**config.mk**
```make
export PLATFORM = sky130hd
export DESIGN_NAME = bp_sched
export DESIGN_NICKNAME = d
export VERILOG_FILES = /design/src/rtl/bp_pkg.sv /design/src/rtl/bp_sched_rr_arb2.sv /design/src/rtl/bp_sched.sv
export SDC_FILE = /design/constraint.sdc
export NUM_CORES = 1
export LEC_CHECK = 0
export ABC_AREA = 1
export ABC_CLOCK_PERIOD_IN_PS = 3900
export BUFFER_PORTS_ARGS = -buffer_cell sky130_fd_sc_hd__buf_2
export CAP_MARGIN = 10
export CELL_PAD_IN_SITES_DETAIL_PLACEMENT = 1
export CELL_PAD_IN_SITES_GLOBAL_PLACEMENT = 2
export CORE_ASPECT_RATIO = 1.5
export CORE_MARGIN = 10
export CORE_UTILIZATION = 30
export CTS_BUF_LIST = sky130_fd_sc_hd__clkbuf_2 sky130_fd_sc_hd__clkbuf_4 sky130_fd_sc_hd__clkbuf_8
export CTS_CLUSTER_SIZE = 10
export DETAILED_ROUTE_END_ITERATION = 16
export PLACE_DENSITY = 0.88
export SYNTH_ARGS = -nofsm -noshare
export SYNTH_HDL_FRONTEND = slang
export SYNTH_SLANG_ARGS = --single-unit
```
**constraint.sdc**
```tcl
create_clock -name clk -period 3.9 [get_ports clk]
set_input_delay 0.195 -clock clk [delete_from_list [all_inputs] [get_ports clk]]
set_output_delay 0.195 -clock clk [all_outputs]
set_load 0.02 [all_outputs]
```
**src/rtl/bp_pkg.sv**
```systemverilog
// Shared types and defaults for the BP game scheduler.
package bp_pkg;

  localparam int unsigned ROWS_DEF = 64;
  localparam int unsigned ACTS_DEF = 63;
  localparam int unsigned WDOG_DEF = 200;

  localparam int unsigned MAP_W  = 4;
  localparam int unsigned ROW_W  = 6;
  localparam int unsigned GUY_W  = 3;
  localparam int unsigned DATA_W = 16;
  localparam int unsigned ACT_W  = 2;
  localparam int unsigned ADDR_W = MAP_W + ROW_W;

  typedef enum logic [2:0] {
    S_IDLE    = 3'd0,
    S_GRANT   = 3'd1,
    S_FEED    = 3'd2,
    S_WAIT    = 3'd3,
    S_COLLECT = 3'd4
  } state_t;

  typedef enum logic [1:0] {
    ACT_STOP  = 2'd0,
    ACT_RIGHT = 2'd1,
    ACT_LEFT  = 2'd2,
    ACT_JUMP  = 2'd3
  } act_t;

  typedef enum logic [1:0] {
    OBS_NONE = 2'd0,
    OBS_LOW  = 2'd1,
    OBS_HIGH = 2'd2,
    OBS_FULL = 2'd3
  } obs_t;

  // ROM address of one map row.
  function automatic logic [ADDR_W-1:0] rom_index(input logic [MAP_W-1:0] map,
                                                  input logic [ROW_W-1:0] row);
    return {map, row};
  endfunction

endpackage

```
**src/rtl/bp_sched_rr_arb2.sv**
```systemverilog
// Two-way round-robin arbiter; the pointer names the requester that wins a tie.
module rr_arb2 (
  input  logic       clk,
  input  logic       rst,
  input  logic [1:0] req_i,
  input  logic       adv_i,
  output logic [1:0] gnt_c_o
);

  logic ptr_q;

  // Tie goes to the pointer; a lone request always wins.
  always_comb begin
    gnt_c_o = req_i;
    if (req_i == 2'b11) begin
      gnt_c_o = ptr_q ? 2'b10 : 2'b01;
    end
  end

  // After a grant the other requester gets priority.
  always_ff @(posedge clk or posedge rst) begin
    if (rst) begin
      ptr_q <= 1'b0;
    end else if (adv_i && (gnt_c_o != 2'b00)) begin
      ptr_q <= gnt_c_o[0];
    end
  end

endmodule

```
**src/rtl/bp_sched.sv**
```systemverilog
// Game scheduler: arbitrates two requesters, feeds map rows to the BP engine,
// then forwards its action stream with a first-response watchdog.
module bp_sched
  import bp_pkg::*;
#(
  parameter int unsigned ROWS = ROWS_DEF,
  parameter int unsigned ACTS = ACTS_DEF,
  parameter int unsigned WDOG = WDOG_DEF
) (
  input  logic              clk,
  input  logic              rst,
  input  logic [1:0]        req,
  input  logic [MAP_W-1:0]  req_map0,
  input  logic [MAP_W-1:0]  req_map1,
  input  logic [GUY_W-1:0]  req_guy0,
  input  logic [GUY_W-1:0]  req_guy1,
  output logic [1:0]        grant,
  output logic [ADDR_W-1:0] rom_addr,
  input  logic [DATA_W-1:0] rom_rdata,
  output logic              bp_in_valid,
  output logic [GUY_W-1:0]  bp_guy,
  output logic [DATA_W-1:0] bp_row,
  input  logic              bp_out_valid,
  input  logic [ACT_W-1:0]  bp_out,
  output logic              act_valid,
  output logic [ACT_W-1:0]  act,
  output logic              act_id,
  output logic              done,
  output logic              err,
  output logic              busy
);

  localparam int unsigned WD_W  = $clog2(WDOG + 1);
  localparam int unsigned CNT_W = $clog2(ACTS + 1);

  state_t             state_q;
  logic               id_q;
  logic [MAP_W-1:0]   map_q;
  logic [GUY_W-1:0]   guy_q;
  logic [ROW_W-1:0]   row_q;
  logic [ROW_W-1:0]   row_d;
  logic [WD_W-1:0]    wd_q;
  logic [CNT_W-1:0]   cnt_q;
  logic [1:0]         grant_q;
  logic [ADDR_W-1:0]  rom_addr_q;
  logic               bp_in_valid_q;
  logic [GUY_W-1:0]   bp_guy_q;
  logic [DATA_W-1:0]  bp_row_q;
  logic               act_valid_q;
  logic [ACT_W-1:0]   act_q;
  logic               act_id_q;
  logic               done_q;
  logic               err_q;
  logic               busy_q;

  logic [1:0]         arb_gnt_c;
  logic               arb_adv_c;
  logic [MAP_W-1:0]   sel_map_c;
  logic [GUY_W-1:0]   sel_guy_c;

  assign arb_adv_c = (state_q == S_GRANT);
  assign sel_map_c = arb_gnt_c[1] ? req_map1 : req_map0;
  assign sel_guy_c = arb_gnt_c[1] ? req_guy1 : req_guy0;
  assign row_d     = row_q + ROW_W'(1);

  rr_arb2 u_arb (
    .clk     (clk),
    .rst     (rst),
    .req_i   (req),
    .adv_i   (arb_adv_c),
    .gnt_c_o (arb_gnt_c)
  );

  // Game FSM with its counters and registered outputs; pulses default low.
  always_ff @(posedge clk or posedge rst) begin
    if (rst) begin
      state_q       <= S_IDLE;
      id_q          <= 1'b0;
      map_q         <= '0;
      guy_q         <= '0;
      row_q         <= '0;
      wd_q          <= '0;
      cnt_q         <= '0;
      grant_q       <= '0;
      rom_addr_q    <= '0;
      bp_in_valid_q <= 1'b0;
      bp_guy_q      <= '0;
      bp_row_q      <= '0;
      act_valid_q   <= 1'b0;
      act_q         <= '0;
      act_id_q      <= 1'b0;
      done_q        <= 1'b0;
      err_q         <= 1'b0;
      busy_q        <= 1'b0;
    end else begin
      grant_q       <= '0;
      bp_in_valid_q <= 1'b0;
      bp_guy_q      <= '0;
      act_valid_q   <= 1'b0;
      act_q         <= '0;
      act_id_q      <= 1'b0;
      done_q        <= 1'b0;
      err_q         <= 1'b0;
      case (state_q)
        S_IDLE: begin
          if (req != 2'b00) begin
            state_q <= S_GRANT;
            busy_q  <= 1'b1;
          end
        end
        S_GRANT: begin
          if (arb_gnt_c != 2'b00) begin
            grant_q    <= arb_gnt_c;
            id_q       <= arb_gnt_c[1];
            map_q      <= sel_map_c;
            guy_q      <= sel_guy_c;
            row_q      <= '0;
            wd_q       <= '0;
            cnt_q      <= '0;
            rom_addr_q <= rom_index(sel_map_c, '0);
            state_q    <= S_FEED;
          end else begin
            state_q <= S_IDLE;
            busy_q  <= 1'b0;
          end
        end
        S_FEED: begin
          bp_row_q      <= rom_rdata;
          bp_in_valid_q <= 1'b1;
          bp_guy_q      <= guy_q;
          if (row_q == ROW_W'(ROWS - 1)) begin
            rom_addr_q <= '0;
            wd_q       <= '0;
            state_q    <= S_WAIT;
          end else begin
            row_q      <= row_d;
            rom_addr_q <= rom_index(map_q, row_d);
          end
        end
        S_WAIT, S_COLLECT: begin
          if (bp_out_valid) begin
            act_valid_q <= 1'b1;
            act_q       <= bp_out;
            act_id_q    <= id_q;
            if (cnt_q == CNT_W'(ACTS - 1)) begin
              done_q  <= 1'b1;
              cnt_q   <= '0;
              state_q <= S_IDLE;
              busy_q  <= 1'b0;
            end else begin
              cnt_q   <= cnt_q + CNT_W'(1);
              state_q <= S_COLLECT;
            end
          end else if (state_q == S_COLLECT) begin
            // Stream broke before the full action count.
            err_q   <= 1'b1;
            cnt_q   <= '0;
            state_q <= S_IDLE;
            busy_q  <= 1'b0;
          end else if (wd_q == WD_W'(WDOG - 1)) begin
            err_q   <= 1'b1;
            state_q <= S_IDLE;
            busy_q  <= 1'b0;
          end else begin
            wd_q <= wd_q + WD_W'(1);
          end
        end
        default: begin
          state_q <= S_IDLE;
          busy_q  <= 1'b0;
        end
      endcase
    end
  end

  assign grant       = grant_q;
  assign rom_addr    = rom_addr_q;
  assign bp_in_valid = bp_in_valid_q;
  assign bp_guy      = bp_guy_q;
  assign bp_row      = bp_row_q;
  assign act_valid   = act_valid_q;
  assign act         = act_q;
  assign act_id      = act_id_q;
  assign done        = done_q;
  assign err         = err_q;
  assign busy        = busy_q;

endmodule

```
==> metrics.txt, run 1 <==
# TYPE chip_impl_metric gauge
chip_impl_info{name="run_status",value="finished, final reports clean"} 1
chip_impl_metric{name="routed-via-count",unit=""} 2903
chip_impl_metric{name="num_rows",unit=""} 46
chip_impl_metric{name="synth_nets",unit=""} 445
chip_impl_metric{name="quantity_of_gates_resized_following_cts",unit=""} 0
chip_impl_metric{name="post_route_cells_drive_above_1_share",unit=""} 0.233
chip_impl_metric{name="placement.setup.worst_slack",unit="ns"} 1.68
chip_impl_metric{name="reg2regPathDepth",unit=""} 7
chip_impl_metric{name="whs_path_depth",unit=""} 3
chip_impl_info{name="critical_register_to_register_path_startpoint",value="state_q[0]$_DFFE_PP0P_"} 1
chip_impl_metric{name="drcViolationCount",unit=""} 0
chip_impl_metric{name="die_area",unit="mm²"} 0.0157
chip_impl_metric{name="cp.arrival",unit="ns"} 2.45
chip_impl_metric{name="tritoncts_num_sinks",unit=""} 71
chip_impl_metric{name="slew_violations",unit=""} 0
chip_impl_metric{name="dpl.hpwl",unit="mm"} 6.97
chip_impl_metric{name="cell_area_after_synthesis",unit="mm²"} 0.00331
chip_impl_metric{name="flow.area_growth_from_synthesis",unit="%"} 23.0
chip_impl_metric{name="share_of_async_settable_or_async_resettable_flops_after_synthesis",unit=""} 1.00
chip_impl_info{name="synth.top_cells.by_area",value="dfrtp_1 (54%), nand2_1 (16%), nor2_1 (5.3%)"} 1
chip_impl_metric{name="clock.fmax",unit="GHz"} 0.455
chip_impl_metric{name="timing.max_cap.violations",unit=""} 0
chip_impl_metric{name="chipWidth",unit="µm"} 106
chip_impl_metric{name="number_of_unique_standard_cell_types_used_by_synthesis",unit=""} 31
chip_impl_metric{name="finalHoldWorstSlack",unit="ns"} 0.0246
chip_impl_metric{name="setup_viol",unit=""} 0
chip_impl_info{name="tritoncts",value="done"} 1
chip_impl_metric{name="cts_made_buffers",unit=""} 9
chip_impl_info{name="holdCritPathClass",value="in2reg"} 1
chip_impl_info{name="ys_dominant_reg_cell",value="dfrtp_1"} 1
chip_impl_info{name="critPathMostFrequentCell",value="nor2_1"} 1
chip_impl_metric{name="post_drt_wl_per_cell",unit="µm"} 14.8
chip_impl_metric{name="worst-path-max-fanout",unit=""} 25
chip_impl_info{name="timing.critical_path.cells",value="nor2_2 -> nand2_4 -> inv_2 -> nor2_1 -> inv_1 -> nor2_1 -> a21oi_1"} 1
chip_impl_metric{name="ir_drop",unit="µV"} 377
chip_impl_metric{name="proportion_of_netlist_area_held_by_the_largest_area_contributor",unit=""} 0.536
chip_impl_metric{name="synth-warning-count",unit=""} 0
chip_impl_metric{name="io_pins",unit=""} 76
chip_impl_metric{name="clock_skews",unit="ns"} 0.00590
chip_impl_info{name="final_cell_mix",value="nand2_1 (143), buf_2 (75), dfrtp_1 (71)"} 1
chip_impl_metric{name="route.antenna.remaining_nets",unit=""} 0
chip_impl_metric{name="drt_pre_antenna_iters",unit=""} 4
chip_impl_metric{name="synth.ff_latch_count",unit=""} 71
chip_impl_metric{name="synth.avg_cell_area",unit="µm²"} 8.20
chip_impl_metric{name="antennaDiodeCount",unit=""} 0
chip_impl_metric{name="max-slew-margin-rel",unit=""} 0.390
chip_impl_metric{name="grt_pass1_vias",unit=""} 3252
chip_impl_metric{name="initial_drc_count",unit=""} 88
chip_impl_metric{name="clock_path_buffers",unit=""} 2
chip_impl_metric{name="power.density_cell_area",unit="mW/mm²"} 740
chip_impl_metric{name="fin_crit_sh",unit=""} 0.563
chip_impl_metric{name="post-route-min-period",unit="ns"} 2.20
chip_impl_metric{name="path_clk_slew",unit="ns"} 0.07
chip_impl_metric{name="vias_per_cell",unit=""} 4.58
chip_impl_metric{name="tightestPinTransition",unit="ns"} 0.913
chip_impl_metric{name="place.gp.congestion",unit=""} 0.802
chip_impl_metric{name="power",unit="mW"} 3.02
chip_impl_metric{name="synthesis.instances",unit=""} 404
chip_impl_info{name="timing.critical_path.slowest_stage_cell",value="nor2_1"} 1
chip_impl_metric{name="delay_of_the_slowest_cell_on_the_worst_path",unit="ns"} 0.66
chip_impl_metric{name="clk_latency",unit="ns"} 0.36
chip_impl_metric{name="finalCoreUtilization",unit=""} 0.381
chip_impl_metric{name="port-buffer-count",unit=""} 75
chip_impl_metric{name="cp_num_buf_inv",unit=""} 2
chip_impl_metric{name="synth_enable_flop_cells",unit=""} 0
chip_impl_metric{name="lkg_pwr",unit="nW"} 2.25
chip_impl_metric{name="hold_buffers",unit=""} 2
chip_impl_metric{name="postCtsSetupRepairBufs",unit=""} 0
chip_impl_metric{name="grt_first_pass_wirelength",unit="mm"} 15.8
chip_impl_metric{name="fp.coreArea",unit="mm²"} 0.0107
chip_impl_metric{name="seq_area_frac_synth",unit=""} 0.536
chip_impl_metric{name="antenna_violations_before_repair",unit=""} 0
chip_impl_info{name="crit_path_start_kind",value="flop"} 1
chip_impl_info{name="path_class",value="reg2reg"} 1
chip_impl_info{name="min_to",value="bp_row[1]$_DFFE_PP0P_"} 1
chip_impl_info{name="root_buffer_cell",value="clkbuf_8"} 1
chip_impl_metric{name="finalNetCount",unit=""} 526
chip_impl_metric{name="cp.required",unit="ns"} 4.15
chip_impl_metric{name="initial_standard_cell_utilization_of_the_core",unit=""} 0.309
chip_impl_metric{name="gr-total-overflow",unit=""} 0
chip_impl_metric{name="groute.usage.overall",unit=""} 0.125
chip_impl_metric{name="timing.setup.tns",unit="ns"} 0
chip_impl_info{name="cp_top_family",value="simple AND/OR/NAND/NOR gates"} 1
chip_impl_info{name="endpoint_kind",value="flop"} 1
chip_impl_metric{name="grt_max_degree",unit=""} 43
chip_impl_metric{name="layout_setup_ws",unit="ns"} 1.70
chip_impl_metric{name="worst-r2r-setup-slack",unit="ns"} 1.70
chip_impl_info{name="r2r_end",value="rom_addr[8]$_DFFE_PP0P_"} 1
chip_impl_info{name="worst_hold_startpoint",value="rom_rdata[1]"} 1
chip_impl_info{name="grt_setup_unrepaired",value="false"} 1
chip_impl_metric{name="clock_tree.htree_level_count",unit=""} 3
chip_impl_metric{name="dieHeight",unit="µm"} 149
chip_impl_info{name="synth.largest_area_cell",value="dfrtp_1"} 1
chip_impl_info{name="most_common_cell_after_layout_fill_and_taps_aside",value="nand2_1"} 1
chip_impl_metric{name="final_wirelength",unit="mm"} 9.36
chip_impl_metric{name="finalHoldViolCount",unit=""} 0
cells by family (layout without fill, tap and decap cells):
group,Yosys count,after routing,synth area share
flops,71,71,0.536
compound gates,38,38,0.0665
fa+ha+maj,4,4,0.0151
xor+xnor,4,4,0.0106
simple gates,237,237,0.309
buf+inv,50,136,0.0631
worst max path at each step:
| stage | start | to | slack [ns] | depth (start not counted) |
|---|---|---|---|---|
| 5_1_grt | state_q[2]$_DFFE_PP0P_ | rom_addr[8]$_DFFE_PP0P_ | 1.39 | 7 |
| 3_5_place_dp | state_q[0]$_DFFE_PP0P_ | rom_addr[8]$_DFFE_PP0P_ | 1.68 | 7 |
| 4_1_cts | state_q[0]$_DFFE_PP0P_ | rom_addr[8]$_DFFE_PP0P_ | 1.64 | 7 |
| 2_1_floorplan | rst | act[0]$_DFF_PP0_ | 1.91 | 1 |
| 3_3_place_gp | state_q[0]$_DFFE_PP0P_ | rom_addr[7]$_DFFE_PP0P_ | 1.83 | 7 |
| 6_report | state_q[0]$_DFFE_PP0P_ | rom_addr[8]$_DFFE_PP0P_ | 1.70 | 7 |
worst reg2reg max path: stages, from the launching register on:
cell and delay, ns:
dfrtp_1 0.45, nor2_2 0.09, nand2_4 0.24, inv_2 0.26, nor2_1 0.66, inv_1 0.20
nor2_1 0.14, a21oi_1 0.05
area by class of cell:
type / instances / area (µm²)
timing repair buffer: 78 / 403
clock inverter: 3 / 65.1
tap: 144 / 180
multi-input combinational: 283 / 1330
clock buffer: 13 / 166
inverter: 42 / 158
fill: 1367 / 6630
sequential: 71 / 1780
power breakdown:
| group | leakage (nW) | switching [mW] | internal, mW | total [mW] |
|---|---|---|---|---|
| registers | 0.926 | 0.140 | 0.967 | 1.11 |
| logic | 1.20 | 0.852 | 0.361 | 1.21 |
| clock network | 0.120 | 0.286 | 0.409 | 0.695 |
| total | 2.25 | 1.28 | 1.74 | 3.02 |
Yosys cell counts, drive strengths merged, types with 4 or more instances:
master,n
nand3,31
dfrtp,71
xor2,4
a21oi,8
nor2,52
nand2,149
inv,42
ha,4
buf,5
o21ai,21
metal layers:
metal  wire length, µm  part of all wire  up-vias  GRT usage
met5                 0                 0        -          0
li1                  -                 -     1427          -
met3               541             0.058       17     0.0389
met1              3840              0.41     1398      0.129
met4               229             0.024        0     0.0611
met2              4750              0.51       61      0.223
flip-flops by register name, summed over array words and instances (netlist names), 2 cells and up:
name / cells
cnt_q: 6
map_q: 4
act: 2
row_q: 6
bp_row: 16
grant: 2
rom_addr: 10
bp_guy: 3
wd_q: 8
state_q: 3
guy_q: 3
metrics by stage:
step                instances  area (µm²)
floorplan                 404        3310
global placement          616        3820
detailed placement        616        3820
CTS                       634        4080
global route              634        4080
finish                    634        4080
Power figures use the tool's default switching activity.
==> run 2: changes to the inputs <==
- ABC_AREA: 1 -> 0
- ABC_CLOCK_PERIOD_IN_PS: 3900 -> 2000
- PLACE_DENSITY: 0.88 -> 0.87
- clock period: 3.9 -> 2 ns (I/O delays scaled with it)
==> metrics.txt, run 2 <==
# TYPE chip_impl_metric gauge
chip_impl_metric{name="drt-met1-wl",unit="mm"} 3.43
chip_impl_metric{name="total_met3_wirelength_after_detailed_routing",unit="µm"} 297
chip_impl_info{name="grt_setup_unrepaired",value="false"} 1
chip_impl_metric{name="antennaDiodeCount",unit=""} 0
chip_impl_info{name="most_common_cell_after_layout_fill_and_taps_aside",value="buf_2"} 1
chip_impl_info{name="ys_dominant_reg_cell",value="dfrtp_1"} 1
chip_impl_metric{name="synth.ff_latch_count",unit=""} 71
chip_impl_metric{name="post-route-min-period",unit="ns"} 1.83
chip_impl_metric{name="routed-via-count",unit=""} 2804
chip_impl_metric{name="fillCellCount",unit=""} 1255
chip_impl_metric{name="initial_drc_count",unit=""} 137
chip_impl_metric{name="slew_violations",unit=""} 0
chip_impl_metric{name="clk_latency",unit="ns"} 0.36
chip_impl_metric{name="tightestPinTransition",unit="ns"} 0.448
chip_impl_metric{name="ir_drop",unit="µV"} 453
chip_impl_metric{name="final_wirelength",unit="mm"} 9.40
chip_impl_metric{name="dpl.hpwl",unit="mm"} 7.15
chip_impl_metric{name="flow.area_growth_from_synthesis",unit="%"} 33.5
chip_impl_metric{name="clock_skews",unit="ns"} 0.00849
chip_impl_metric{name="max_ffs_per_register",unit=""} 16
chip_impl_info{name="crit_path_start_kind",value="flop"} 1
chip_impl_metric{name="internal_power",unit="mW"} 3.83
chip_impl_metric{name="io_pins",unit=""} 76
chip_impl_metric{name="cell_area_after_synthesis",unit="mm²"} 0.00323
chip_impl_info{name="endpoint_kind",value="flop"} 1
chip_impl_metric{name="antenna_violations_before_repair",unit=""} 0
chip_impl_metric{name="worst-path-max-fanout",unit=""} 11
chip_impl_metric{name="finalHoldViolCount",unit=""} 0
chip_impl_metric{name="grt_first_pass_wirelength",unit="mm"} 15.6
chip_impl_metric{name="clock_tree.htree_level_count",unit=""} 3
chip_impl_metric{name="timing.setup.tns",unit="ns"} 0
chip_impl_metric{name="synth_enable_flop_cells",unit=""} 0
chip_impl_metric{name="cp.arrival",unit="ns"} 2.12
chip_impl_metric{name="layout.cell_area.non_filler",unit="mm²"} 0.00432
chip_impl_metric{name="timing.max_cap.violations",unit=""} 0
chip_impl_metric{name="cp.required",unit="ns"} 2.28
chip_impl_info{name="path_class",value="reg2reg"} 1
chip_impl_metric{name="post_route_cells_drive_above_1_share",unit=""} 0.277
chip_impl_metric{name="share_of_async_settable_or_async_resettable_flops_after_synthesis",unit=""} 1.00
chip_impl_metric{name="lkg_pwr",unit="nW"} 2.18
chip_impl_info{name="yosys.cell_count.top_type",value="dfrtp_1"} 1
chip_impl_metric{name="p_sw_frac",unit=""} 0.400
chip_impl_metric{name="vias_per_cell",unit=""} 4.83
chip_impl_metric{name="synth.avg_cell_area",unit="µm²"} 10.0
chip_impl_info{name="tritoncts",value="done"} 1
chip_impl_metric{name="fp.coreArea",unit="mm²"} 0.0106
chip_impl_metric{name="clock_path_buffers",unit=""} 2
chip_impl_metric{name="clock_power_share",unit=""} 0.207
chip_impl_metric{name="place.gp.congestion",unit=""} 0.769
chip_impl_metric{name="die_area",unit="mm²"} 0.0154
chip_impl_metric{name="register_area",unit="mm²"} 0.00178
chip_impl_metric{name="cts_made_buffers",unit=""} 9
chip_impl_metric{name="max-slew-margin-rel",unit=""} 0.701
chip_impl_info{name="synth.top_cells.by_area",value="dfrtp_1 (55%), nand2_1 (8.1%), mux2i_1 (2.8%)"} 1
chip_impl_metric{name="postCtsSetupRepairBufs",unit=""} 0
chip_impl_info{name="synth_commonest_cells",value="dfrtp_1 (71), nand2_1 (70), inv_1 (18)"} 1
chip_impl_metric{name="finalHoldWorstSlack",unit="ns"} 0.0155
chip_impl_metric{name="power.combinational.fraction",unit=""} 0.425
chip_impl_metric{name="proportion_of_netlist_area_held_by_the_largest_area_contributor",unit=""} 0.550
chip_impl_metric{name="met2RoutedLength",unit="mm"} 5.52
chip_impl_metric{name="number_of_unique_standard_cell_types_used_by_synthesis",unit=""} 52
chip_impl_metric{name="clock.fmax",unit="GHz"} 0.545
chip_impl_metric{name="power.density_cell_area",unit="mW/mm²"} 1480
chip_impl_metric{name="route.antenna.remaining_nets",unit=""} 0
chip_impl_metric{name="drt_pre_antenna_iters",unit=""} 4
chip_impl_metric{name="multi_input_area",unit="mm²"} 0.00133
chip_impl_metric{name="initial_standard_cell_utilization_of_the_core",unit=""} 0.305
chip_impl_metric{name="num_rows",unit=""} 46
chip_impl_metric{name="grt_max_degree",unit=""} 26
chip_impl_metric{name="port-buffer-count",unit=""} 75
chip_impl_metric{name="total_switching_power",unit="mW"} 2.55
chip_impl_info{name="run_status",value="finished, final reports clean"} 1
chip_impl_metric{name="finalNetCount",unit=""} 473
chip_impl_metric{name="synth_nets",unit=""} 363
chip_impl_metric{name="seq_area_frac_synth",unit=""} 0.550
chip_impl_metric{name="grt_pass1_vias",unit=""} 3182
chip_impl_metric{name="path_clk_slew",unit="ns"} 0.08
chip_impl_metric{name="drcViolationCount",unit=""} 0
chip_impl_metric{name="placed_area",unit="mm²"} 0.00388
chip_impl_metric{name="post_drt_wl_per_cell",unit="µm"} 16.2
chip_impl_metric{name="dieHeight",unit="µm"} 147
chip_impl_info{name="holdCritPathClass",value="in2reg"} 1
chip_impl_metric{name="synthesis.instances",unit=""} 322
chip_impl_metric{name="groute.usage.overall",unit=""} 0.126
chip_impl_info{name="final_cell_mix",value="buf_2 (75), dfrtp_1 (71), nand2_1 (70)"} 1
chip_impl_metric{name="seq_power_share",unit=""} 0.368
chip_impl_info{name="root_buffer_cell",value="clkbuf_8"} 1
chip_impl_metric{name="synth-warning-count",unit=""} 0
chip_impl_metric{name="gr-total-overflow",unit=""} 0
chip_impl_info{name="synth.largest_area_cell",value="dfrtp_1"} 1
chip_impl_info{name="highest_layer",value="met4"} 1
chip_impl_metric{name="chipWidth",unit="µm"} 105
chip_impl_metric{name="fin_crit_sh",unit=""} 0.917
chip_impl_metric{name="setup_viol",unit=""} 0
chip_impl_metric{name="tritoncts_num_sinks",unit=""} 71
==> run 2: per-stage QoR <==
stage	cells	total power, mW	util	setup slack [ns]
floorplan	322	4.09	-	0.103
global placement	545	5.00	0.367	0.202
detailed placement	545	5.13	0.367	0.154
CTS	581	6.50	0.407	0.103
global route	581	6.88	0.408	0.0321
finish	581	6.38	0.408	0.166
==> run 2: worst paths after layout <==
kind                       slack [ns]  cells past startpoint                    end                   start
setup reg to reg                 0.17                      4   row_q[3]$_DFFE_PP0P_  state_q[1]$_DFFE_PP0P_
min in group asynchronous        0.32                      3   cnt_q[2]$_DFFE_PP0P_                     rst
max in group asynchronous        1.19                      4  bp_row[3]$_DFFE_PP0P_                     rst
hold reg to reg                  0.48                      2  bp_row[6]$_DFFE_PP0P_   bp_row[6]$_DFFE_PP0P_
hold / removal                   0.02                      3     grant[0]$_DFF_PP0_                  req[0]
setup / recovery                 0.17                      4   row_q[3]$_DFFE_PP0P_  state_q[1]$_DFFE_PP0P_
==> run 2: power groups by stage <==
stage          sequential (mW)  clock, mW  combinational (mW)
6_report                  2.35       1.32                2.71
5_1_grt                   2.44       1.42                3.02
4_1_cts                   2.36       1.36                2.79
3_5_place_dp              2.38          0                2.75
3_3_place_gp              2.35          0                2.65
2_1_floorplan             2.66          0                1.43
==> run 2: cell type report <==
class,count,share of cell area
Clock inverter,5,0.0186
Sequential cell,71,0.412
Inverter,18,0.0157
Multi-Input combinational cell,219,0.307
Timing Repair Buffer,113,0.170
Clock buffer,11,0.0351
Tap cell,144,0.0417
==> run 2: cells by family (layout without fill, tap and decap cells) <==
family                     count (synthesis)  after routing  share of synthesized area
adders and majority gates                  4              4                     0.0155
and+or+nand+nor                          136            136                      0.201
xor gates and xnor gates                   4              4                     0.0108
buffers and inverters                     32            147                     0.0410
AOI/OAI and AO/OA                         63             63                      0.144
muxes                                     12             12                     0.0383
DFF                                       71             71                      0.550
==> run 2: critical path: stages, from the launching register on <==
cell and delay, ns:
dfrtp_1 0.51, or3b_1 0.47, a31oi_4 0.27, mux2_2 0.36, mux2i_1 0.14
==> run 2: metal layers <==
metal / vias up / global-route usage
li1: 1342 / -
met2: 40 / 0.244
met1: 1410 / 0.121
met4: 0 / 0.0496
met5: - / 0
met3: 12 / 0.0333
==> run 2: timing repair <==
item                                    4_1_cts  5_1_grt
hold endpoints to repair                     33        0
hold buffers                                 20        0
endpoints found under the setup margin        0        2
gates resized for setup                       0        1
==> run 3: changes to the inputs <==
- CORE_UTILIZATION: 30 -> 31
- PLACE_DENSITY: 0.87 -> 0.89
==> metrics.txt, run 3 (synthesis results as in run 2) <==
# TYPE chip_impl_metric gauge
chip_impl_info{name="grt_setup_unrepaired",value="false"} 1
chip_impl_metric{name="placement.setup.worst_slack",unit="ns"} 0.172
chip_impl_metric{name="clock_skews",unit="ns"} 0.0124
chip_impl_metric{name="post-route-min-period",unit="ns"} 1.82
chip_impl_info{name="min_to",value="err$_DFF_PP0_"} 1
chip_impl_metric{name="initial_standard_cell_utilization_of_the_core",unit=""} 0.317
chip_impl_metric{name="port-buffer-count",unit=""} 75
chip_impl_metric{name="fp.coreArea",unit="mm²"} 0.0102
chip_impl_metric{name="chipWidth",unit="µm"} 103
chip_impl_metric{name="vias_per_cell",unit=""} 4.83
chip_impl_metric{name="timing.setup.tns",unit="ns"} 0
chip_impl_metric{name="ir_drop",unit="µV"} 478
chip_impl_metric{name="fin_crit_sh",unit=""} 0.910
chip_impl_metric{name="reg2regPathDepth",unit=""} 5
chip_impl_info{name="r2r_end",value="row_q[3]$_DFFE_PP0P_"} 1
chip_impl_metric{name="initial_drc_count",unit=""} 73
chip_impl_metric{name="clk_latency",unit="ns"} 0.36
chip_impl_info{name="timing.critical_path.slowest_stage_cell",value="dfrtp_1"} 1
chip_impl_metric{name="io_pins",unit=""} 76
chip_impl_metric{name="groute.usage.overall",unit=""} 0.127
chip_impl_metric{name="lkg_pwr",unit="nW"} 2.19
chip_impl_info{name="root_buffer_cell",value="clkbuf_8"} 1
chip_impl_metric{name="finalCoreUtilization",unit=""} 0.424
chip_impl_info{name="timing.critical_path.cells",value="ha_1 -> and3_2 -> a31oi_4 -> mux2_2 -> mux2i_1"} 1
chip_impl_metric{name="grt_first_pass_wirelength",unit="mm"} 15.1
chip_impl_metric{name="setup_viol",unit=""} 0
chip_impl_metric{name="drt_pre_antenna_iters",unit=""} 4
chip_impl_info{name="path_class",value="reg2reg"} 1
chip_impl_metric{name="worst-path-max-fanout",unit=""} 9
chip_impl_metric{name="clock.fmax",unit="GHz"} 0.550
chip_impl_metric{name="placed_area",unit="mm²"} 0.00387
chip_impl_metric{name="finalHoldWorstSlack",unit="ns"} 0.00468
chip_impl_metric{name="power.density_cell_area",unit="mW/mm²"} 1510
chip_impl_metric{name="post_drt_wl_per_cell",unit="µm"} 15.9
chip_impl_metric{name="cp.required",unit="ns"} 2.28
chip_impl_metric{name="route.antenna.remaining_nets",unit=""} 0
chip_impl_metric{name="fillCellCount",unit=""} 1188
chip_impl_metric{name="final_wirelength",unit="mm"} 9.20
chip_impl_metric{name="cp.arrival",unit="ns"} 2.09
chip_impl_metric{name="flow.area_growth_from_synthesis",unit="%"} 33.7
chip_impl_info{name="most_common_cell_after_layout_fill_and_taps_aside",value="buf_2"} 1
chip_impl_metric{name="tritoncts_num_sinks",unit=""} 71
chip_impl_metric{name="routed-via-count",unit=""} 2791
chip_impl_metric{name="cts_made_buffers",unit=""} 9
chip_impl_metric{name="max_ffs_per_register",unit=""} 16
chip_impl_metric{name="max-slew-margin-rel",unit=""} 0.717
chip_impl_info{name="endpoint_kind",value="flop"} 1
chip_impl_metric{name="finalNetCount",unit=""} 473
chip_impl_info{name="holdCritPathClass",value="in2reg"} 1
chip_impl_metric{name="timing.max_cap.violations",unit=""} 0
chip_impl_metric{name="delay_of_the_slowest_cell_on_the_worst_path",unit="ns"} 0.41
chip_impl_metric{name="cp_num_buf_inv",unit=""} 0
chip_impl_info{name="critical_register_to_register_path_startpoint",value="row_q[0]$_DFFE_PP0P_"} 1
chip_impl_metric{name="path_clk_slew",unit="ns"} 0.08
chip_impl_metric{name="layout.cell_area.non_filler",unit="mm²"} 0.00432
chip_impl_info{name="worst_hold_startpoint",value="bp_out_valid"} 1
chip_impl_info{name="run_status",value="finished, final reports clean"} 1
chip_impl_metric{name="clock_tree.htree_level_count",unit=""} 3
chip_impl_metric{name="finalHoldViolCount",unit=""} 0
chip_impl_metric{name="tightestPinTransition",unit="ns"} 0.424
chip_impl_metric{name="layout_setup_ws",unit="ns"} 0.181
chip_impl_metric{name="grt_max_degree",unit=""} 55
chip_impl_metric{name="antenna_violations_before_repair",unit=""} 0
chip_impl_info{name="cp_top_family",value="multiplexers"} 1
chip_impl_metric{name="grt_pass1_vias",unit=""} 3046
chip_impl_metric{name="post_route_cells_drive_above_1_share",unit=""} 0.277
chip_impl_metric{name="slew_violations",unit=""} 0
chip_impl_metric{name="antennaDiodeCount",unit=""} 0
chip_impl_metric{name="die_area",unit="mm²"} 0.0150
chip_impl_metric{name="drcViolationCount",unit=""} 0
chip_impl_info{name="critPathLaunch",value="row_q[0]$_DFFE_PP0P_"} 1
chip_impl_metric{name="num_rows",unit=""} 45
chip_impl_metric{name="worst-r2r-setup-slack",unit="ns"} 0.18
chip_impl_metric{name="place.gp.congestion",unit=""} 0.827
chip_impl_info{name="tritoncts",value="done"} 1
chip_impl_info{name="crit_path_start_kind",value="flop"} 1
chip_impl_metric{name="gr-total-overflow",unit=""} 0
chip_impl_metric{name="whs_path_depth",unit=""} 2
chip_impl_info{name="final_cell_mix",value="buf_2 (75), dfrtp_1 (71), nand2_1 (70)"} 1
chip_impl_metric{name="dpl.hpwl",unit="mm"} 6.88
chip_impl_metric{name="clock_path_buffers",unit=""} 2
chip_impl_metric{name="dieHeight",unit="µm"} 145
## run 3: cell types whose count changed in the layout (fill, tap and decap cells not counted), sizes merged
cell,change
clkinvlp,-2
bufinv,+1
clkinv,+1
## run 3: repair_timing
item,CTS,global route
buffers inserted,0,0
endpoints found under the setup margin,0,1
resized for setup,0,1
hold buffers,20,0
endpoints found under the hold margin,36,0
## run 3: where the power goes
group          total [mW]  internal, mW  leakage, nW  switching (mW)
Sequential           2.32          1.97        0.918           0.349
Combinational        2.76          1.10         1.15            1.65
Clock                1.46         0.897        0.130           0.562
## run 3: worst register-to-register path, delay by kind of cell, from the launching register on
family | cells | cell delay, ns
DFF | 1 | 0.41
adders and majority gates | 1 | 0.24
AOI/OAI and AO/OA | 1 | 0.31
and+or+nand+nor | 1 | 0.27
muxes | 2 | 0.50
## run 3: stage by stage
step | instances | power, mW
2_1_floorplan | 322 | 4.09
3_3_place_gp | 542 | 5.00
3_5_place_dp | 542 | 5.13
4_1_cts | 578 | 6.64
5_1_grt | 578 | 7.04
6_report | 578 | 6.54
## run 3: area by class of cell
type	count	area, µm²	share of cell area
Multi-Input combinational cell	219	1330	0.306
Clock inverter	5	104	0.0240
Inverter	18	67.6	0.0156
Clock buffer	11	151	0.0350
Tap cell	141	176	0.0408
Sequential cell	71	1780	0.411
Timing Repair Buffer	113	723	0.167
## run 3: worst max path at each step
stage                      endpoint  slack (ns)  cells past startpoint
3_5_place_dp    wd_q[1]$_DFFE_PP0P_        0.17                      6
2_1_floorplan      act[0]$_DFF_PP0_        0.10                      1
3_3_place_gp    wd_q[1]$_DFFE_PP0P_        0.23                      6
4_1_cts         wd_q[1]$_DFFE_PP0P_        0.14                      6
6_report       row_q[3]$_DFFE_PP0P_        0.18                      5
5_1_grt         wd_q[1]$_DFFE_PP0P_        0.03                      6
## run 3: layer usage
metal / track usage / share of wire / vias to the layer above
li1: - / - / 1340
met3: 0.0256 / 0.039 / 17
met5: 0 / 0 / -
met4: 0.0608 / 0.026 / 0
met2: 0.229 / 0.57 / 52
met1: 0.133 / 0.36 / 1382
